## config.mk

```make
export PLATFORM = sky130hd
export DESIGN_NAME = control_sequencer
export DESIGN_NICKNAME = d
export VERILOG_FILES = /design/src/rtl/control_sequencer.sv
export SDC_FILE = /design/constraint.sdc
export NUM_CORES = 1
export LEC_CHECK = 0
export BUFFER_PORTS_ARGS = -buffer_cell sky130_fd_sc_hd__clkbuf_2
export CAP_MARGIN = 20
export CELL_PAD_IN_SITES_DETAIL_PLACEMENT = 0
export CELL_PAD_IN_SITES_GLOBAL_PLACEMENT = 2
export CORE_ASPECT_RATIO = 2
export CORE_MARGIN = 2
export CORE_UTILIZATION = 21
export CTS_CLUSTER_DIAMETER = 80
export DETAILED_ROUTE_END_ITERATION = 6
export PLACE_DENSITY = 0.81
export SYNTH_ARGS = -nofsm -noshare
export SYNTH_HDL_FRONTEND = slang
export SYNTH_SLANG_ARGS = --single-unit
export TNS_END_PERCENT = 10
```

## constraint.sdc

```tcl
create_clock -name clk -period 2 [get_ports clk]
set_input_delay 0.2 -clock clk [delete_from_list [all_inputs] [get_ports clk]]
set_output_delay 0.2 -clock clk [all_outputs]
set_load 0.01 [all_outputs]
```

## src/rtl/control_sequencer.sv

```systemverilog
// Microcoded-style control sequencer: fetches via T0..T2, then decodes ir into
// per-class bus/enable strobes for T3..T6. Illegal opcodes park the FSM in HALT.
//
// state  | meaning
// IDLE   | waiting for run
// T0     | PC -> MAR, start PC increment into Z
// T1     | Z -> PC, memory read into MDR
// T2     | MDR -> IR
// T3..T6 | class-dependent execute steps, last one pulses done
// HALT   | illegal opcode seen, only clr leaves
module control_sequencer (
   input  logic        clk,
   input  logic        clr,
   input  logic        run,
   input  logic [31:0] ir,
   output logic        pc_out,
   output logic        zlo_out,
   output logic        zhi_out,
   output logic        mdr_out,
   output logic        c_out,
   output logic        mar_enable,
   output logic        z_enable,
   output logic        y_enable,
   output logic        ir_enable,
   output logic        pc_enable,
   output logic        mdr_enable,
   output logic        lo_enable,
   output logic        hi_enable,
   output logic        read,
   output logic        pc_increment,
   output logic [4:0]  op_code,
   output logic [15:0] r_out,
   output logic [15:0] r_enable,
   output logic        done,
   output logic        halted
);

   typedef enum logic [3:0] {
      S_IDLE, S_T0, S_T1, S_T2, S_T3, S_T4, S_T5, S_T6, S_HALT
   } state_t;

   state_t state, state_nx;

   logic [4:0] opcode;
   logic [3:0] ra, rb, rc;
   logic       is_rr, is_imm, is_unary, is_muldiv, is_legal;
   logic       unused_ir_bits;

   assign opcode         = ir[31:27];
   assign ra             = ir[26:23];
   assign rb             = ir[22:19];
   assign rc             = ir[18:15];
   assign unused_ir_bits = ^ir[14:0];

   assign is_rr     = (opcode >= 5'd3) && (opcode <= 5'd11);
   assign is_imm    = (opcode >= 5'd12) && (opcode <= 5'd14);
   assign is_muldiv = (opcode == 5'd15) || (opcode == 5'd16);
   assign is_unary  = (opcode == 5'd17) || (opcode == 5'd18);
   assign is_legal  = is_rr || is_imm || is_muldiv || is_unary;

   always_ff @(posedge clk or posedge clr) begin
      if (clr) state <= S_IDLE;
      else     state <= state_nx;
   end

   // run is only looked at in IDLE and in the done step of each class
   always_comb begin
      state_nx = state;
      case (state)
         S_IDLE: state_nx = run ? S_T0 : S_IDLE;
         S_T0:   state_nx = S_T1;
         S_T1:   state_nx = S_T2;
         S_T2:   state_nx = S_T3;
         S_T3:   state_nx = is_legal ? S_T4 : S_HALT;
         S_T4:   state_nx = is_unary ? (run ? S_T0 : S_IDLE) : S_T5;
         S_T5:   state_nx = is_muldiv ? S_T6 : (run ? S_T0 : S_IDLE);
         S_T6:   state_nx = run ? S_T0 : S_IDLE;
         S_HALT: state_nx = S_HALT;
         default: state_nx = S_IDLE;
      endcase
   end

   always_comb begin
      pc_out       = 1'b0;
      zlo_out      = 1'b0;
      zhi_out      = 1'b0;
      mdr_out      = 1'b0;
      c_out        = 1'b0;
      mar_enable   = 1'b0;
      z_enable     = 1'b0;
      y_enable     = 1'b0;
      ir_enable    = 1'b0;
      pc_enable    = 1'b0;
      mdr_enable   = 1'b0;
      lo_enable    = 1'b0;
      hi_enable    = 1'b0;
      read         = 1'b0;
      pc_increment = 1'b0;
      op_code      = 5'd0;
      r_out        = 16'd0;
      r_enable     = 16'd0;
      done         = 1'b0;
      halted       = 1'b0;
      case (state)
         S_T0: begin
            pc_out       = 1'b1;
            mar_enable   = 1'b1;
            pc_increment = 1'b1;
            z_enable     = 1'b1;
         end
         S_T1: begin
            zlo_out    = 1'b1;
            pc_enable  = 1'b1;
            read       = 1'b1;
            mdr_enable = 1'b1;
         end
         S_T2: begin
            mdr_out   = 1'b1;
            ir_enable = 1'b1;
         end
         S_T3: begin
            if (is_rr || is_imm) begin
               r_out    = 16'b1 << rb;
               y_enable = 1'b1;
            end else if (is_unary) begin
               r_out    = 16'b1 << rb;
               op_code  = opcode;
               z_enable = 1'b1;
            end else if (is_muldiv) begin
               r_out    = 16'b1 << ra;
               y_enable = 1'b1;
            end
         end
         S_T4: begin
            if (is_rr || is_imm) begin
               if (is_imm) c_out = 1'b1;
               else        r_out = 16'b1 << rc;
               op_code  = opcode;
               z_enable = 1'b1;
            end else if (is_unary) begin
               zlo_out  = 1'b1;
               r_enable = 16'b1 << ra;
               done     = 1'b1;
            end else begin
               r_out    = 16'b1 << rb;
               op_code  = opcode;
               z_enable = 1'b1;
            end
         end
         S_T5: begin
            zlo_out = 1'b1;
            if (is_muldiv) begin
               lo_enable = 1'b1;
            end else begin
               r_enable = 16'b1 << ra;
               done     = 1'b1;
            end
         end
         S_T6: begin
            zhi_out   = 1'b1;
            hi_enable = 1'b1;
            done      = 1'b1;
         end
         S_HALT: halted = 1'b1;
         default: ;
      endcase
   end

endmodule

```

# Yosys cells after proc, flatten, opt, wreduce, memory -nomap -nowiden
# Index checks and enable logic that the tools add are counted.
classes:
  order_cmp: 4
  n_eq_ne: 12
  shifts: 3
  n_mux: 42
  n_reduce_logical: 10
op_table:
  columns: ["op", "count"]
  rows:
  - ["two-way mux 16 bit", 9]
  - ["case mux 16 bit (2 select lines)", 2]
  - ["left shift 1 x 4 -> 16 bit, first input constant", 3]
  - ["case mux 4 bit (8 select lines)", 1]
  - ["two-way mux 5 bit", 4]
  - ["two-way mux 1 bit", 19]
  - ["== test 4 x 3 -> 1 bit, second input constant", 4]
  - ["== test 5 bit, second input constant", 3]
  - ["two-way mux 4 bit", 3]
  - ["<= comparator 5 x 4 -> 1 bit, second input constant", 2]
  - ["case mux 5 bit (2 select lines)", 1]
  - ["== test 4 x 2 -> 1 bit, second input constant", 2]
  - ["case mux 1 bit (3 select lines)", 2]
  - ["== test 5 x 4 -> 1 bit, second input constant", 1]
  - [">= comparator 5 x 2 -> 1 bit, second input constant", 1]
  - [">= comparator 5 x 4 -> 1 bit, second input constant", 1]
  - ["logical OR 1 bit", 5]
  - ["== test 4 x 1 -> 1 bit, second input constant", 1]
  - ["== test 4 bit, second input constant", 1]
  - ["zero test 4 bit", 1]
  - ["OR reduction 2 bit", 2]
  - ["logical AND 1 bit", 2]
  - ["case mux 1 bit (2 select lines)", 1]
totals:
  reg_bits: 4
  in_bits: 35
  out_inout_bits: 54
  word_cells: 72

# Depth between registers and ports, before layout
# Gate-level depths: netlist of run 1.
logic_depth:
  depth_word: 7
  ltp_mapped: 8

# Least setup slack after synthesis of run 1
# Ideal clock, no wire load.
synth_path:
  path_kind: "flip-flop to output port"
  start: "register state[3]"
  end: "output r_enable[11]"
  t_arrival_ps: 1701
  path_slack_ps: 99
  path_stages_with_launch: 8
  path_buffers: 3
  path_cell_list: "dfrtp_1 buf_4 nand2b_4 nand2b_1 buf_2 o22a_1 buf_4 nor4_1"
synth_between:
  elab_chain_cells: 2
  elab_cells_between_ends: 3
  classes_between: "eq/ne (2); mux (1)"
synth_lines:
  columns: ["element", "line_no", "rtl"]
  rows:
  - ["start: declaration", "42", "state_t state, state_nx;"]
  - ["start signal: assignment", "63", "else state <= state_nx;"]
  - ["== test 4 x 3 -> 1 bit", "104", "case (state)"]
  - ["case mux 16 bit (2 select lines) (*)", "104", null]
  - ["end: declaration", "33", "output logic [15:0] r_enable,"]
# Every way passes the cells marked *; elsewhere a longest branch is shown, timed or not.

# Worst setup path after layout of run 1
layout_path:
  start: "register state[3]"
  end: "output r_enable[15]"
# The elaborated chain is that of the path after synthesis.

==> results of run 1 <==
-- cell families (layout without fill, tap and decap cells) --
| family | count (synthesis) | count (layout) | share of synthesized area (%) |
|---|---|---|---|
| buf+inv | 32 | 116 | 12.2 |
| flops | 4 | 4 | 6.99 |
| xor+xnor | 1 | 1 | 0.611 |
| mux | 1 | 1 | 0.699 |
| compound gates | 55 | 55 | 29.9 |
| simple gates | 123 | 123 | 49.6 |
-- layout make-up --
cell class	count	area share (%)
inverter	8	1.32
tap	88	4.84
multi-input combinational	180	58.5
clock buffer	3	3.30
sequential	4	4.46
timing repair buffer	105	27.6
-- layer usage --
layer,up-vias,routed length (um)
li1,996,-
met1,939,2150
met2,76,3600
met3,26,206
met4,0,375
met5,-,0
-- cell usage in the layout (no fill, tap or decap), drive strengths merged, types with 3 or more instances in the layout --
master  instances
clkbuf         63
buf            44
nor3           22
nor2           19
nand2          18
nor4           13
o21ai          11
o221ai         11
nand2b         10
inv             8
nand4           7
nand3           7
a31oi           6
a21oi           6
or3             6
a32oi           5
nor2b           4
dfrtp           4
or2             3
nor3b           3
-- how the worst min path moves through the flow --
stage                     startpoint  slack [ns]                  to  depth (start not counted)
after floorplan                  clr       -0.03  state[0]$_DFF_PP0_                          1
after global placement           clr        0.06  state[2]$_DFF_PP0_                          2
after detailed placement         clr        0.07  state[2]$_DFF_PP0_                          2
after CTS                        clr        0.38  state[2]$_DFF_PP0_                          3
after global routing             clr        0.42  state[3]$_DFF_PP0_                          3
final                            clr        0.38  state[2]$_DFF_PP0_                          3
-- tightest hold or removal path: stages --
cell and delay (ns):
dlygate4sd3_1 0.53, clkbuf_2 0.10, inv_1 0.12
-- synth_stat cells, drive strengths merged (3+ instances only) --
| cell type | number |
|---|---|
| a21oi | 6 |
| o221ai | 11 |
| nor3 | 22 |
| nand2b | 10 |
| nand4 | 7 |
| nand2 | 18 |
| nor4 | 13 |
| clkbuf | 4 |
| nor3b | 3 |
| dfrtp | 4 |
| buf | 20 |
| a32oi | 5 |
| nor2 | 19 |
| or2 | 3 |
| nor2b | 4 |
| a31oi | 6 |
| nand3 | 7 |
| or3 | 6 |
| o21ai | 11 |
| inv | 8 |
-- through the flow --
stage	hold WS, ns	power, mW	cells	util (%)	worst slack [ns]
3_3_place_gp	0.0640	1.00	382	30.1	0.0591
2_1_floorplan	-0.0339	0.682	216	-	0.0988
5_1_grt	0.423	1.54	388	34.4	-0.0745
6_report	0.383	1.43	388	34.4	-0.00998
4_1_cts	0.381	1.38	387	32.7	-0.0391
3_5_place_dp	0.0681	1.01	382	30.1	0.0398
-- timing repair --
action / in CTS / in global routing
gates resized for setup: 15 / 35
setup endpoints to repair: 29 / 32
buffers inserted: 1 / 1
hold buffers: 1 / 0
cloned: 0 / 0
endpoints found under the hold margin: 4 / 0
pin swaps: 1 / 2
-- where the power goes --
group,internal (mW),switching (mW),leakage (nW)
Clock,0.256,0.0584,0.0370
Combinational,0.428,0.530,0.873
Sequential,0.115,0.0474,0.0506
Total,0.798,0.636,0.960
==> results.yml, run 1 <==
grt:
  grt_use_met1_pct: 15.3
  met3_usage_pct: 1.86
  overflow: 0
  grt.met2_usage_pct: 32.4
  grt_pass1_wl_um: 9810
  antenna_found_initial: 0
  busiest_layer: "met2"
  grt_pass1_vias: 2067
  groute.usage.overall_pct: 16.2
  grt_max_degree: 20
placement:
  portBuffers: 73
  place_area_um2: 1990
  place_hpwl_um: 5190
  gp_congestion: 0.960
critical_path:
  reg2reg_from: "state[0]$_DFF_PP0_"
  crit_slowest_cell: "dfrtp_1"
  crit_path_end_kind: "output pin"
  worst-r2r-setup-slack_ns: 0.35
  start_kind: "register"
  worstReg2RegEnd: "state[2]$_DFF_PP0_"
  slowest_delay_ns: 0.40
  cp_top_family: "simple AND/OR/NAND/NOR gates"
  crit_cells: 6
  path_class: "reg -> out"
  path_buf_inv: 2
  critPathMaxFanout: 6
  path_cells: "nand2b_4 > buf_6 > o22a_4 > or3_4 > nor2_1 > clkbuf_2"
  crit_start: "state[3]$_DFF_PP0_"
  crit_end: "r_enable[15]"
  worstPathArrival_ns: 1.81
  worstPathRequired_ns: 1.80
  worst-r2r-cell-count: 5
layout:
  syn_to_final_growth_pct: 58.8
  diodes: 0
  nFillCells: 756
  layout-drive-gt1-share_pct: 51.7
  reg.largest.list: "state x4"
  seq_area_um2: 101
  fin_nets: 337
  largest_register_ffs: 4
  finalInstanceArea_um2: 2270
  regMostFlops: "state"
  multi_input_area_um2: 1330
route:
  route.detailed.wl_per_inst_um: 16.3
  first_iter_violations: 108
  vias: 2037
  drt.antenna.violating_nets: 0
  drt-pass1-iter-count: 4
  routed_wl_um: 6340
  drc: 0
  vias_per_cell: 5.25
sta:
  period_share_pct: 100
  worstMarginPinSlew_ns: 0.467
  finalSetupViolCount: 1
  clock.fmax_mhz: 498
  hold_viol_final: 0
  slew_viol_final: 0
  rsz0062_at_grt: "yes"
  fin_skew_ns: 0.00407
  slew_headroom_pct: 68.4
  layout_setup_ws_ns: -0.00998
  min_period_ns: 2.01
  timing.setup.tns_ns: -0.00998
synthesis:
  syn-cell-area_um2: 1430
  yosys-top-cells-area: "dfrtp_1 7.0%, nor3_1 7.0%, o221ai_1 6.7%"
  netlist_instances: 216
  synth.ff_latch_count: 4
  synth_edf_count: 0
  post_synth.cell_area_avg_um2: 6.63
  synth-warning-count: 0
  yosysTopAreaCellShare_pct: 6.99
  synthesis.nets: 251
  ys_seq_area_share_pct: 6.99
  synth_top_flop_cell: "dfrtp_1"
  synth_top_area_cell: "dfrtp_1"
  synth_cell_type_count: 56
  synth_async_sr_flop_share_pct: 100
clocking:
  h-tree-depth: 1
  cts_tree: "built"
  cts.sink_count: 4
  cts-buffers-inserted: 3
  clockRootBuffer: "clkbuf_16"
  clkLatencyLatePin_ns: 0.23
  cts.clk_slew.worst_paths_ns: 0.03
  cts_buffer_depth: 2
floorplan:
  num_io_pins: 89
  rows: 42
  coreArea_um2: 6620
  die_h_um: 121
  dieArea_um2: 7540
  die_x_um: 62.4
  initial_core_util_pct: 21.6
run_status:
  status: "complete, but fails checks"
  violations: "setup timing"
pwr:
  vdd_drop_max_v: 0.000213
  power_density_nw_per_um2: 630
  leakage_nw: 0.960
hold_path:
  min_path_type: "in -> async"
flow_run:
  drv_cap: 0
Note: power is estimated with default switching activity, not from simulation.
==> run 2: changes to the inputs <==
Settings changed: CORE_ASPECT_RATIO 2 to default.
==> results.yml, run 2 (synthesis results as in run 1) <==
floorplan:
  rows: 30
  initial_core_util_pct: 21.4
  num_io_pins: 89
  coreArea_um2: 6680
  die_h_um: 86.6
  die_x_um: 86.6
  dieArea_um2: 7500
critical_path:
  reg2reg_from: "state[0]$_DFF_PP0_"
  cp_top_family: "simple AND/OR/NAND/NOR gates"
  crit_slowest_cell: "or3_4"
  cpMostUsedCell: "nand2b_4"
  critPathMaxFanout: 6
  worst-r2r-cell-count: 6
  crit_path_end_kind: "output pin"
  path_buf_inv: 1
  crit_end: "r_enable[15]"
  crit_cells: 6
  crit_start: "state[3]$_DFF_PP0_"
  slowest_delay_ns: 0.40
  worstPathRequired_ns: 1.80
  worst-r2r-setup-slack_ns: 0.41
  worstPathArrival_ns: 1.80
  worstReg2RegEnd: "state[2]$_DFF_PP0_"
  path_cells: "nand2b_4 > nand2b_4 > o22a_4 > or3_4 > nor2_2 > buf_2"
  start_kind: "register"
  path_class: "reg -> out"
route:
  drc: 0
  routed_wl_um: 5850
  vias_per_cell: 5.35
  drt-pass1-iter-count: 6
  drt.antenna.violating_nets: 0
  route.detailed.wl_per_inst_um: 15.4
  vias: 2039
  first_iter_violations: 82
layout:
  syn_to_final_growth_pct: 52.4
  final_common_cell: "clkbuf_2"
  instances_no_fill: 381
  finalInstanceArea_um2: 2180
  nFillCells: 756
  regMostFlops: "state"
  utilization_pct: 32.7
  fin_nets: 338
  layout-drive-gt1-share_pct: 50.2
  diodes: 0
  reg.largest.list: "state x4"
  mostFrequentLayoutCells: "63 x clkbuf_2, 31 x buf_4, 19 x nor3_1"
  largest_register_ffs: 4
placement:
  placed_cells: 372
  place_area_um2: 1960
  place_hpwl_um: 4700
  post-place-ws_ns: 0.0221
  portBuffers: 73
  gp_congestion: 0.943
sta:
  period_share_pct: 100
  slew_headroom_pct: 65.2
  finalSetupViolCount: 2
  rsz0062_at_grt: "yes"
  layout_setup_ws_ns: -0.00337
  clock.fmax_mhz: 499
  worstMarginPinSlew_ns: 0.514
  min_period_ns: 2.00
  fin_skew_ns: 0.00459
  hold_viol_final: 0
  hold_slack_ns: 0.395
  timing.setup.tns_ns: -0.00602
  slew_viol_final: 0
clocking:
  clockRootBuffer: "clkbuf_8"
  cts.sink_count: 4
  cts.clk_slew.worst_paths_ns: 0.03
  cts_buffer_depth: 2
  cts-buffers-inserted: 3
  clkLatencyLatePin_ns: 0.22
  cts_tree: "built"
  h-tree-depth: 1
run_status:
  status: "complete, but fails checks"
  violations: "setup timing"
pwr:
  vdd_drop_max_v: 0.000218
  power_density_nw_per_um2: 568
  totalPowerFinal_mw: 1.24
  leakage_nw: 0.934
grt:
  overflow: 0
  groute.usage.overall_pct: 14.7
  grt_max_degree: 20
  grt_pass1_wl_um: 8880
  grt_pass1_vias: 1836
  antenna_found_initial: 0
flow_run:
  drv_cap: 0
hold_path:
  min_path_type: "in -> async"
[run 2: cell types whose count changed in the layout (fill, tap and decap cells not counted), sizes merged]
cell / delta
clkbuf: +3
buf: -2
[run 2: per-layer routing]
metal / global-route usage, % / share of wire, %
met5: 0 / 0
met2: 26.4 / 49
met3: 1.81 / 5.3
met4: 2.41 / 0.87
met1: 19.1 / 45
[run 2: how the worst min path moves through the flow]
stage and endpoint:
2_1_floorplan state[0]$_DFF_PP0_, 3_3_place_gp state[2]$_DFF_PP0_, 3_5_place_dp state[2]$_DFF_PP0_, 4_1_cts state[0]$_DFF_PP0_
5_1_grt state[0]$_DFF_PP0_, 6_report state[2]$_DFF_PP0_
[run 2: worst register-to-register path: stages (launching register included)]
cell	delay, ns
dfrtp_2	0.44
and4bb_4	0.25
buf_4	0.15
mux2i_1	0.13
buf_4	0.15
nand2_1	0.05
or3_1	0.30
[run 2: what timing repair did]
action                                 4_1_cts  5_1_grt
setup endpoints to repair                   15       32
pin swaps                                    0       10
buffers inserted                             0        5
hold buffers                                 1        0
gates resized for setup                      6       34
endpoints found under the hold margin        4        0
[run 2: cell type report]
type	instances	area (um^2)	area share, %
repair buffers	106	619	28.4
well taps	80	100	4.58
multi-input cells	180	1290	59.1
inverters	8	30.0	1.38
clock buffers	3	41.3	1.89
flip-flops and latches	4	103	4.70
[run 2: power breakdown]
group / internal [mW] / switching (mW) / leakage [nW]
registers: 0.117 / 0.0455 / 0.0494
clock network: 0.129 / 0.0469 / 0.0216
logic: 0.404 / 0.498 / 0.864
total: 0.650 / 0.590 / 0.934
